<file path="src/rtl/multicycle_control_fsm.sv">
// Multi-cycle control unit for the 16-bit core: sequences FETCH/DECODE/EXEC/MEM/WB from the
// IR opcode, drives the datapath strobes and runs the shared memory-port handshake.
module multicycle_control_fsm #(
   parameter int         MEM_TIMEOUT = 16,
   parameter logic [3:0] HALT_OP     = 4'b1111
) (
   input  logic        clk,
   input  logic        rst,
   input  logic [15:0] instr,
   input  logic        zero,
   input  logic        mem_ready,
   output logic        mem_req,
   output logic        mem_we,
   output logic        addr_src,
   output logic        ir_write,
   output logic        pc_write,
   output logic [1:0]  pc_src,
   output logic [2:0]  alu_op,
   output logic        alu_src_b,
   output logic [1:0]  imm_src,
   output logic        reg_write,
   output logic [1:0]  wb_src,
   output logic        halted,
   output logic        fault
);

   localparam int CW = (MEM_TIMEOUT > 1) ? $clog2(MEM_TIMEOUT) : 1;
   localparam logic [CW-1:0] TO_LAST = CW'((MEM_TIMEOUT > 0) ? MEM_TIMEOUT - 1 : 0);

   localparam logic [3:0] OP_ADD   = 4'b0000;
   localparam logic [3:0] OP_SUB   = 4'b0001;
   localparam logic [3:0] OP_AND   = 4'b0010;
   localparam logic [3:0] OP_OR    = 4'b0011;
   localparam logic [3:0] OP_ADDI  = 4'b0100;
   localparam logic [3:0] OP_SHIFT = 4'b0101;
   localparam logic [3:0] OP_LOAD  = 4'b0110;
   localparam logic [3:0] OP_STORE = 4'b0111;
   localparam logic [3:0] OP_BEQ   = 4'b1000;
   localparam logic [3:0] OP_BNE   = 4'b1001;
   localparam logic [3:0] OP_LDI   = 4'b1010;
   localparam logic [3:0] OP_JMP   = 4'b1101;

   localparam logic [2:0] ALU_ADD = 3'b000;
   localparam logic [2:0] ALU_SUB = 3'b001;
   localparam logic [2:0] ALU_AND = 3'b010;
   localparam logic [2:0] ALU_OR  = 3'b011;
   localparam logic [2:0] ALU_SHL = 3'b100;
   localparam logic [2:0] ALU_SHR = 3'b101;

   typedef enum logic [2:0] {
      S_RESET  = 3'd0,
      S_FETCH  = 3'd1,
      S_DECODE = 3'd2,
      S_EXEC   = 3'd3,
      S_MEM    = 3'd4,
      S_WB     = 3'd5,
      S_HALT   = 3'd6
   } state_t;

   state_t        state_r;
   logic [CW-1:0] cnt_r;
   logic [3:0]    opcode_s;
   logic [1:0]    imm_sel_s;
   logic          timeout_s;
   logic          taken_s;
   logic          unused_instr_s;

   function automatic logic [1:0] imm_of(input logic [3:0] op);
      case (op)
         OP_LOAD, OP_STORE, OP_BEQ, OP_BNE: imm_of = 2'b01;
         OP_SHIFT:                          imm_of = 2'b10;
         OP_ADDI:                           imm_of = 2'b11;
         default:                           imm_of = 2'b00;
      endcase
   endfunction

   function automatic logic is_legal(input logic [3:0] op);
      case (op)
         OP_ADD, OP_SUB, OP_AND, OP_OR, OP_ADDI, OP_SHIFT,
         OP_LOAD, OP_STORE, OP_BEQ, OP_BNE, OP_LDI, OP_JMP: is_legal = 1'b1;
         default:                                          is_legal = 1'b0;
      endcase
   endfunction

   assign opcode_s       = instr[15:12];
   assign imm_sel_s      = imm_of(opcode_s);
   assign timeout_s      = (MEM_TIMEOUT != 0) && (cnt_r == TO_LAST);
   assign taken_s        = ((opcode_s == OP_BEQ) & zero) | ((opcode_s == OP_BNE) & ~zero);
   assign unused_instr_s = ^instr[10:0];

   // State sequencing, memory wait counter and the sticky halted/fault flags.
   always_ff @(posedge clk or posedge rst) begin
      if (rst) begin
         state_r <= S_RESET;
         cnt_r   <= '0;
         halted  <= 1'b0;
         fault   <= 1'b0;
      end else begin
         cnt_r <= '0;
         case (state_r)
            S_RESET: state_r <= S_FETCH;
            S_FETCH, S_MEM: begin
               if (mem_ready) begin
                  if (state_r == S_FETCH) state_r <= S_DECODE;
                  else if (opcode_s == OP_LOAD) state_r <= S_WB;
                  else state_r <= S_FETCH;
               end else if (timeout_s) begin
                  state_r <= S_HALT;
                  halted  <= 1'b1;
                  fault   <= 1'b1;
               end else begin
                  cnt_r <= cnt_r + CW'(1);
               end
            end
            S_DECODE: begin
               if (opcode_s == HALT_OP) begin
                  state_r <= S_HALT;
                  halted  <= 1'b1;
               end else if (!is_legal(opcode_s)) begin
                  state_r <= S_HALT;
                  halted  <= 1'b1;
                  fault   <= 1'b1;
               end else begin
                  state_r <= S_EXEC;
               end
            end
            S_EXEC: begin
               case (opcode_s)
                  OP_LOAD, OP_STORE:     state_r <= S_MEM;
                  OP_BEQ, OP_BNE, OP_JMP: state_r <= S_FETCH;
                  default:               state_r <= S_WB;
               endcase
            end
            S_WB:    state_r <= S_FETCH;
            S_HALT:  state_r <= S_HALT;
            default: state_r <= S_RESET;
         endcase
      end
   end

   // Datapath strobes decoded from the current state and opcode; the fetch-complete
   // strobes are qualified by mem_ready so IR and PC load in the handshake cycle.
   always_comb begin
      mem_req   = 1'b0;
      mem_we    = 1'b0;
      addr_src  = 1'b0;
      ir_write  = 1'b0;
      pc_write  = 1'b0;
      pc_src    = 2'b00;
      alu_op    = ALU_ADD;
      alu_src_b = 1'b0;
      imm_src   = 2'b00;
      reg_write = 1'b0;
      wb_src    = 2'b00;
      case (state_r)
         S_FETCH: begin
            mem_req = 1'b1;
            if (mem_ready) begin
               ir_write = 1'b1;
               pc_write = 1'b1;
            end else begin
               ir_write = 1'b0;
               pc_write = 1'b0;
            end
         end
         S_DECODE: imm_src = imm_sel_s;
         S_EXEC: begin
            imm_src = imm_sel_s;
            case (opcode_s)
               OP_SUB: alu_op = ALU_SUB;
               OP_AND: alu_op = ALU_AND;
               OP_OR:  alu_op = ALU_OR;
               OP_ADDI, OP_LOAD, OP_STORE: alu_src_b = 1'b1;
               OP_SHIFT: begin
                  alu_op    = instr[11] ? ALU_SHR : ALU_SHL;
                  alu_src_b = 1'b1;
               end
               OP_BEQ, OP_BNE: begin
                  alu_op = ALU_SUB;
                  if (taken_s) begin
                     pc_write = 1'b1;
                     pc_src   = 2'b01;
                  end else begin
                     pc_write = 1'b0;
                     pc_src   = 2'b00;
                  end
               end
               OP_JMP: begin
                  pc_write = 1'b1;
                  pc_src   = 2'b10;
               end
               default: alu_op = ALU_ADD;
            endcase
         end
         S_MEM: begin
            mem_req  = 1'b1;
            addr_src = 1'b1;
            mem_we   = (opcode_s == OP_STORE);
            imm_src  = imm_sel_s;
         end
         S_WB: begin
            reg_write = 1'b1;
            imm_src   = imm_sel_s;
            if (opcode_s == OP_LOAD) wb_src = 2'b01;
            else if (opcode_s == OP_LDI) wb_src = 2'b10;
            else wb_src = 2'b00;
         end
         default: mem_req = 1'b0;
      endcase
   end

endmodule
</file>
<file path="config.mk">
export PLATFORM = sky130hd
export DESIGN_NAME = multicycle_control_fsm
export DESIGN_NICKNAME = d
export VERILOG_FILES = /design/src/rtl/multicycle_control_fsm.sv
export SDC_FILE = /design/constraint.sdc
export NUM_CORES = 1
export LEC_CHECK = 0
export CAP_MARGIN = 20
export CORE_MARGIN = 5
export CORE_UTILIZATION = 42
export CTS_CLUSTER_DIAMETER = 100
export CTS_CLUSTER_SIZE = 16
export DETAILED_ROUTE_END_ITERATION = 6
export PLACE_DENSITY = 0.89
export SYNTH_ARGS = -nofsm -noshare
export SYNTH_HDL_FRONTEND = slang
export SYNTH_SLANG_ARGS = --single-unit
</file>
<file path="constraint.sdc">
create_clock -name clk -period 2.79 [get_ports clk]
set_clock_uncertainty 0.2 [all_clocks]
set_input_delay 0.279 -clock clk [delete_from_list [all_inputs] [get_ports clk]]
set_output_delay 0.279 -clock clk [all_outputs]
set_load 0.01 [all_outputs]
</file>
==> results of run 1 <==
layout make-up:
type | count | area [sq um]
inverter | 6 | 22.5
multi-input combinational | 76 | 499
sequential | 9 | 225
timing repair buffer | 31 | 298
clock buffer | 4 | 26.3
fill | 160 | 643
tap | 25 | 31.3
power groups by stage:
stage	logic, mW	registers [mW]	clock network [mW]
6_report	0.488	0.227	0.0997
5_1_grt	0.529	0.236	0.108
4_1_cts	0.491	0.226	0.104
3_5_place_dp	0.490	0.229	0
3_3_place_gp	0.474	0.223	0
2_1_floorplan	0.311	0.213	0
per-stage QoR:
step | hold WS, ns | setup slack (ns)
final | 0.0758 | 0.152
after CTS | 0.0833 | 0.164
after floorplan | -0.0931 | 0.980
after detailed placement | 0.269 | 0.155
after global routing | 0.0928 | 0.0468
after global placement | 0.244 | 0.178
worst max-delay path: stages:
cell	delay, ns
clkdlybuf4s50_1	0.65
inv_1	0.11
or3_1	0.40
nor3_1	0.14
clkdlybuf4s50_1	0.57
worst min path at each step:
stage | to | cells past startpoint
CTS | cnt_r[1] | 2
global placement | cnt_r[0] | 1
detailed placement | halted | 1
finish | cnt_r[3] | 2
floorplan | cnt_r[0] | 1
global route | cnt_r[0] | 2
synth_stat cells, drive strengths merged (2+ instances only):
master  number
inv          6
o21ai        2
buf          4
clkbuf       3
nor2b        3
nor4b        2
nor3b        2
nand2        8
nor2        14
and3         3
a31oi        2
nand3        2
a21oi        4
or3          2
xnor2        3
nor3         5
nand2b       4
dfrtp        9
xor2         2
o32ai        2
metal layers:
layer	global-route usage, %	share of wire (%)	vias up
met5	0	0	-
met2	27.9	51	17
met4	5.11	2.0	0
met1	21.1	43	378
li1	-	-	402
met3	3.38	3.7	4
flip-flops by register name, indices dropped and copies added (netlist names):
signal	count
halted	1
state_r	3
fault	1
cnt_r	4
kinds of logic (layout without fill, tap and decap cells):
kind of cell    Yosys count  count (layout)  synth area share [%]
simple gates             52              52                  40.1
flops                     9               9                  29.1
compound gates           17              17                  15.0
mux                       1               1                  1.46
fa+ha+maj                 1               1                  1.62
buf+inv                  13              41                  6.96
xor+xnor                  5               5                  5.66
what timing repair did:
action / 4_1_cts / 5_1_grt
setup buffers: 0 / 0
setup endpoints to repair: 0 / 1
resized for setup: 0 / 1
layout by cell type (no fill, tap or decap), types with 2 or more instances in the layout:
cell | synthesis | routed
clkbuf_4 | 0 | 3
and3_1 | 3 | 3
nor3b_2 | 1 | 2
nand2_1 | 8 | 8
o32ai_1 | 2 | 2
inv_1 | 5 | 5
dfrtp_1 | 9 | 9
clkdlybuf4s50_1 | 0 | 26
a31oi_1 | 2 | 2
xor2_1 | 2 | 2
nor2_1 | 14 | 14
or3_1 | 2 | 2
a21oi_1 | 4 | 4
buf_4 | 0 | 5
xnor2_1 | 3 | 3
nand3_1 | 2 | 2
nand2b_1 | 4 | 4
nor2b_1 | 3 | 3
nor3_1 | 4 | 4
==> results.sh, run 1 <==
export IMPL_numCtsBuffers=3
export IMPL_die_y_um=52.9
export IMPL_ys_types=41
export IMPL_path_max_fanout=9
export IMPL_grt_overflow=0
export IMPL_syn_nets=119
export IMPL_rsz0062_at_grt="false"
export IMPL_ys_ff_latch=9
export IMPL_finalSetupViolations=0
export IMPL_pwr_share_comb_pct=59.9
export IMPL_fin_crit_ns=2.64
export IMPL_syn_to_final_growth_pct=42.6
export IMPL_end_kind="primary output"
export IMPL_cts_sinks=9
export IMPL_drt_wirelength_per_cell_um=13.6
export IMPL_synth_warnings=0
export IMPL_die_w_um=52.9
export IMPL_grt_pass1_wl_um=3490
export IMPL_crit_arrival_ns=2.16
export IMPL_start_kind="primary input"
export IMPL_synth_edf_count=0
export IMPL_yosysTopAreaCell="dfrtp_1"
export IMPL_cts_reportedPaths_clkPinSlew_ns=0.06
export IMPL_ant_nets=0
export IMPL_track_usage_pct=16.6
export IMPL_placed_area_sq_mm=0.00107
export IMPL_grt_max_degree=16
export IMPL_port_buffer_count=26
export IMPL_start_util_pct=44.3
export IMPL_drc=0
export IMPL_synth_area_leaders="dfrtp_1, nor2_1, nand2_1"
export IMPL_worstSetupStartpoint="instr[13]"
export IMPL_reg2reg_from="cnt_r[0]"
export IMPL_dieArea_sq_mm=0.00280
export IMPL_drive_gt1_share_pct=11.1
export IMPL_slew_headroom_pct=76.2
export IMPL_io_pins=38
export IMPL_internal_power_mw=0.489
export IMPL_syn_area_sq_um=773
export IMPL_grt_pass1_vias=790
export IMPL_cap_violations=0
export IMPL_clock_latency_ns=0.26
export IMPL_worst_slew_pin_slew_ns=0.357
export IMPL_powerDensity_mw_per_mm2=739
export IMPL_ys_seq_area_share_pct=29.1
export IMPL_synth_top_cell_area_share_pct=29.1
export IMPL_worst_r2r_cell_count=5
export IMPL_max_freq_ghz=0.379
export IMPL_nets=148
export IMPL_drt_iter0_drc=7
export IMPL_path_class="primary input to primary output"
export IMPL_syn_inst=98
export IMPL_fin_setup_tns_ns=0
export IMPL_slew_viol_final=0
export IMPL_avgSynthCellArea_sq_um=7.89
export IMPL_routed_wirelength_um=2060
export IMPL_cts_hold_buffers=0
export IMPL_final_cell_area_sq_mm=0.00110
export IMPL_netSwitchingFraction_pct=39.9
export IMPL_num_vias=801
export IMPL_vdd_drop_max_mv=0.623
export IMPL_synth_ff_type="dfrtp_1"
export IMPL_period_share_pct=94.6
export IMPL_dr_pass1_iters=4
export IMPL_crit_required_ns=2.31
export IMPL_core_sq_mm=0.00175
export IMPL_gp_congestion=0.834
export IMPL_clock_root_buffer="clkbuf_4"
export IMPL_p_clk_share_pct=12.2
export IMPL_antenna_found_initial=0
export IMPL_vias_per_cell=5.30
export IMPL_p_leak_nw=0.465
export IMPL_dp_hpwl_um=1720
export IMPL_outcome="finished, final reports clean"
export IMPL_fin_total_pwr_mw=0.814
export IMPL_rrSetupSlack_ns=0.94
export IMPL_min_path_type="primary input to asynchronous set/reset pin"
export IMPL_hold_viol=0
export IMPL_synthArstFlopShare_pct=100
export IMPL_seqPwrFrac_pct=27.9
export IMPL_cts_max_level=1
export IMPL_crit_end="wb_src[1]"
export IMPL_clock_path_buffers=2
export IMPL_rows=15
export IMPL_postLayoutCoreUtil_pct=63.2
export IMPL_diodes=0
export IMPL_instances_no_fill=151
export IMPL_switchingPower_mw=0.325
export IMPL_r2r_end="state_r[2]"
export IMPL_cts_tree="yes"
export IMPL_place_inst=147
Power figures use the tool's default switching activity.
==> run 2, diff against run 1 <==
--- a/config.mk
+++ b/config.mk
@@ -9,9 +9,10 @@
 export CORE_MARGIN = 5
 export CORE_UTILIZATION = 42
 export CTS_CLUSTER_DIAMETER = 100
-export CTS_CLUSTER_SIZE = 16
+export CTS_CLUSTER_SIZE = 40
 export DETAILED_ROUTE_END_ITERATION = 6
 export PLACE_DENSITY = 0.89
+export SLEW_MARGIN = 10
 export SYNTH_ARGS = -nofsm -noshare
 export SYNTH_HDL_FRONTEND = slang
 export SYNTH_SLANG_ARGS = --single-unit
==> results of run 2 <==
Final layout, timing and power as in run 1 (identical DEF).
==> run 3, diff against run 2 <==
--- a/config.mk
+++ b/config.mk
@@ -12,6 +12,7 @@
 export CTS_CLUSTER_SIZE = 40
 export DETAILED_ROUTE_END_ITERATION = 6
 export PLACE_DENSITY = 0.89
+export RECOVER_POWER = 100
 export SLEW_MARGIN = 10
 export SYNTH_ARGS = -nofsm -noshare
 export SYNTH_HDL_FRONTEND = slang
==> run 3 against run 2 <==
Flip-flop and latch count did not move; core utilization fell by 0.72 points; count of clock-buffer cells in the layout stayed put; worst hold slack better by 0.14 ns; worst setup slack worse by 0.026 ns; via count down 0.12%; non-clock buffer count unchanged.
==> results.sh, run 3 (synthesis gave the netlist of run 1 again) <==
export IMPL_drive_gt1_share_pct=8.73
export IMPL_largest_register_ffs=4
export IMPL_switchingPower_mw=0.321
export IMPL_cpMaxStageDelayCell="dlygate4sd3_1"
export IMPL_worst_slew_pin_slew_ns=0.476
export IMPL_instances_no_fill=151
export IMPL_worstSetupStartpoint="instr[14]"
export IMPL_drt_wirelength_per_cell_um=13.6
export IMPL_grt_pass1_vias=790
export IMPL_grt_pass1_wl_um=3490
export IMPL_grt_max_degree=16
export IMPL_finalSetupViolations=0
export IMPL_post_cts_setup_buffers=0
export IMPL_routed_wirelength_um=2050
export IMPL_seqPwrFrac_pct=28.8
export IMPL_drt_iter0_drc=8
export IMPL_final_cell_mix="dlygate4sd3_1, nor2_1, clkdlybuf4s50_1"
export IMPL_vias_per_cell=5.30
export IMPL_cts_reportedPaths_clkPinSlew_ns=0.06
export IMPL_critical_path_most_common_cell="dlygate4sd3_1"
export IMPL_nets=148
export IMPL_p_leak_nw=0.487
export IMPL_cts_tree="yes"
export IMPL_clock_root_buffer="clkbuf_4"
export IMPL_cts_max_level=1
export IMPL_numCtsBuffers=3
export IMPL_path_max_fanout=10
export IMPL_ant_nets=0
export IMPL_die_w_um=52.9
export IMPL_port_buffer_count=26
export IMPL_rsz0062_at_grt="false"
export IMPL_hold_viol=0
export IMPL_dr_pass1_iters=4
export IMPL_num_vias=800
export IMPL_fin_total_pwr_mw=0.784
export IMPL_core_sq_mm=0.00175
export IMPL_pwr_share_comb_pct=58.5
export IMPL_cpLargestDelayFamily="buffers and inverters"
export IMPL_slew_viol_final=0
export IMPL_crit_chain="dlygate4sd3_1, nor3b_2, nand2_1, nor2_1, or3_1, dlygate4sd3_1"
export IMPL_drc=0
export IMPL_p_clk_share_pct=12.7
export IMPL_path_class="primary input to primary output"
export IMPL_outcome="finished, final reports clean"
export IMPL_rows=15
export IMPL_netSwitchingFraction_pct=40.9
export IMPL_crit_arrival_ns=2.19
export IMPL_end_kind="primary output"
export IMPL_reg2reg_from="state_r[2]"
export IMPL_syn_to_final_growth_pct=40.9
export IMPL_die_y_um=52.9
export IMPL_dieArea_sq_mm=0.00280
export IMPL_critPathBufInv=2
export IMPL_internal_power_mw=0.464
export IMPL_rrSetupSlack_ns=0.88
export IMPL_fin_setup_tns_ns=0
export IMPL_max_freq_ghz=0.375
export IMPL_cap_violations=0
export IMPL_multi_input_area_sq_um=490
export IMPL_diodes=0
export IMPL_final_common_cell="dlygate4sd3_1"
export IMPL_start_util_pct=44.3
export IMPL_clock_path_buffers=2
export IMPL_gp_congestion=0.834
export IMPL_fillers=161
export IMPL_regArea_sq_um=225
export IMPL_powerDensity_mw_per_mm2=720
export IMPL_min_path_type="primary input to asynchronous set/reset pin"
export IMPL_cts_sinks=9
export IMPL_fin_crit_ns=2.66
export IMPL_dp_hpwl_um=1720
export IMPL_period_share_pct=95.5
export IMPL_start_kind="primary input"
export IMPL_place_inst=147
export IMPL_largest_register="cnt_r"
export IMPL_antenna_found_initial=0
export IMPL_clock_latency_ns=0.26
export IMPL_reg_top3="cnt_r (4), state_r (3)"
export IMPL_vdd_drop_max_mv=0.591
export IMPL_crit_required_ns=2.31
export IMPL_grt_overflow=0
export IMPL_io_pins=38
export IMPL_slew_headroom_pct=68.2
export IMPL_track_usage_pct=16.6
export IMPL_crit_path_max_incr_delay_ns=0.73
## run 3: changes by cell type in the layout (fill, tap and decap cells not counted), sizes merged
cell,before,now
clkdlybuf4s50,26,11
dlygate4sd3,0,15
buf,5,4
clkbuf,4,5
## run 3: worst paths after layout
path                       cells past startpoint    endpoint
setup / recovery                               6    pc_write
setup reg to reg                               5  state_r[2]
hold reg to reg                                1      halted
max in group asynchronous                      2  state_r[2]
min in group clk                               1      halted
hold / removal                                 2    cnt_r[3]
## run 3: timing repair
item	in CTS	in global routing
hold buffers	0	0
endpoints found under the hold margin	0	0
gates resized for setup	0	1
setup endpoints to repair	0	1
## run 3: layout make-up
class / count / area share, %
Timing Repair Buffer: 31 / 27.0
Multi-Input combinational cell: 76 / 45.0
Sequential cell: 9 / 20.7
Inverter: 6 / 2.07
Clock buffer: 4 / 2.41
Tap cell: 25 / 2.87
## run 3: power groups by stage
| stage | clock (mW) | combinational (mW) | sequential [mW] |
|---|---|---|---|
| after floorplan | 0 | 0.311 | 0.213 |
| after global placement | 0 | 0.474 | 0.223 |
| after detailed placement | 0 | 0.490 | 0.229 |
| after CTS | 0.104 | 0.491 | 0.226 |
| after global routing | 0.108 | 0.499 | 0.234 |
| final | 0.0997 | 0.459 | 0.226 |
## run 3: per-stage QoR
stage	instance area, sq um	hold slack [ns]	worst slack (ns)	util [%]
after floorplan	773	-0.0931	0.980	-
after global placement	1070	0.244	0.178	61.4
after detailed placement	1070	0.269	0.155	61.4
after CTS	1100	0.0833	0.164	62.9
after global routing	1090	0.230	0.0260	62.4
final	1090	0.212	0.126	62.4
## run 3: layer usage
layer	global-route usage [%]	share of wire, %	vias up
met4	5.11	2.0	0
met2	27.9	51	19
met5	0	0	-
met1	21.1	43	373
li1	-	-	404
met3	3.38	3.9	4
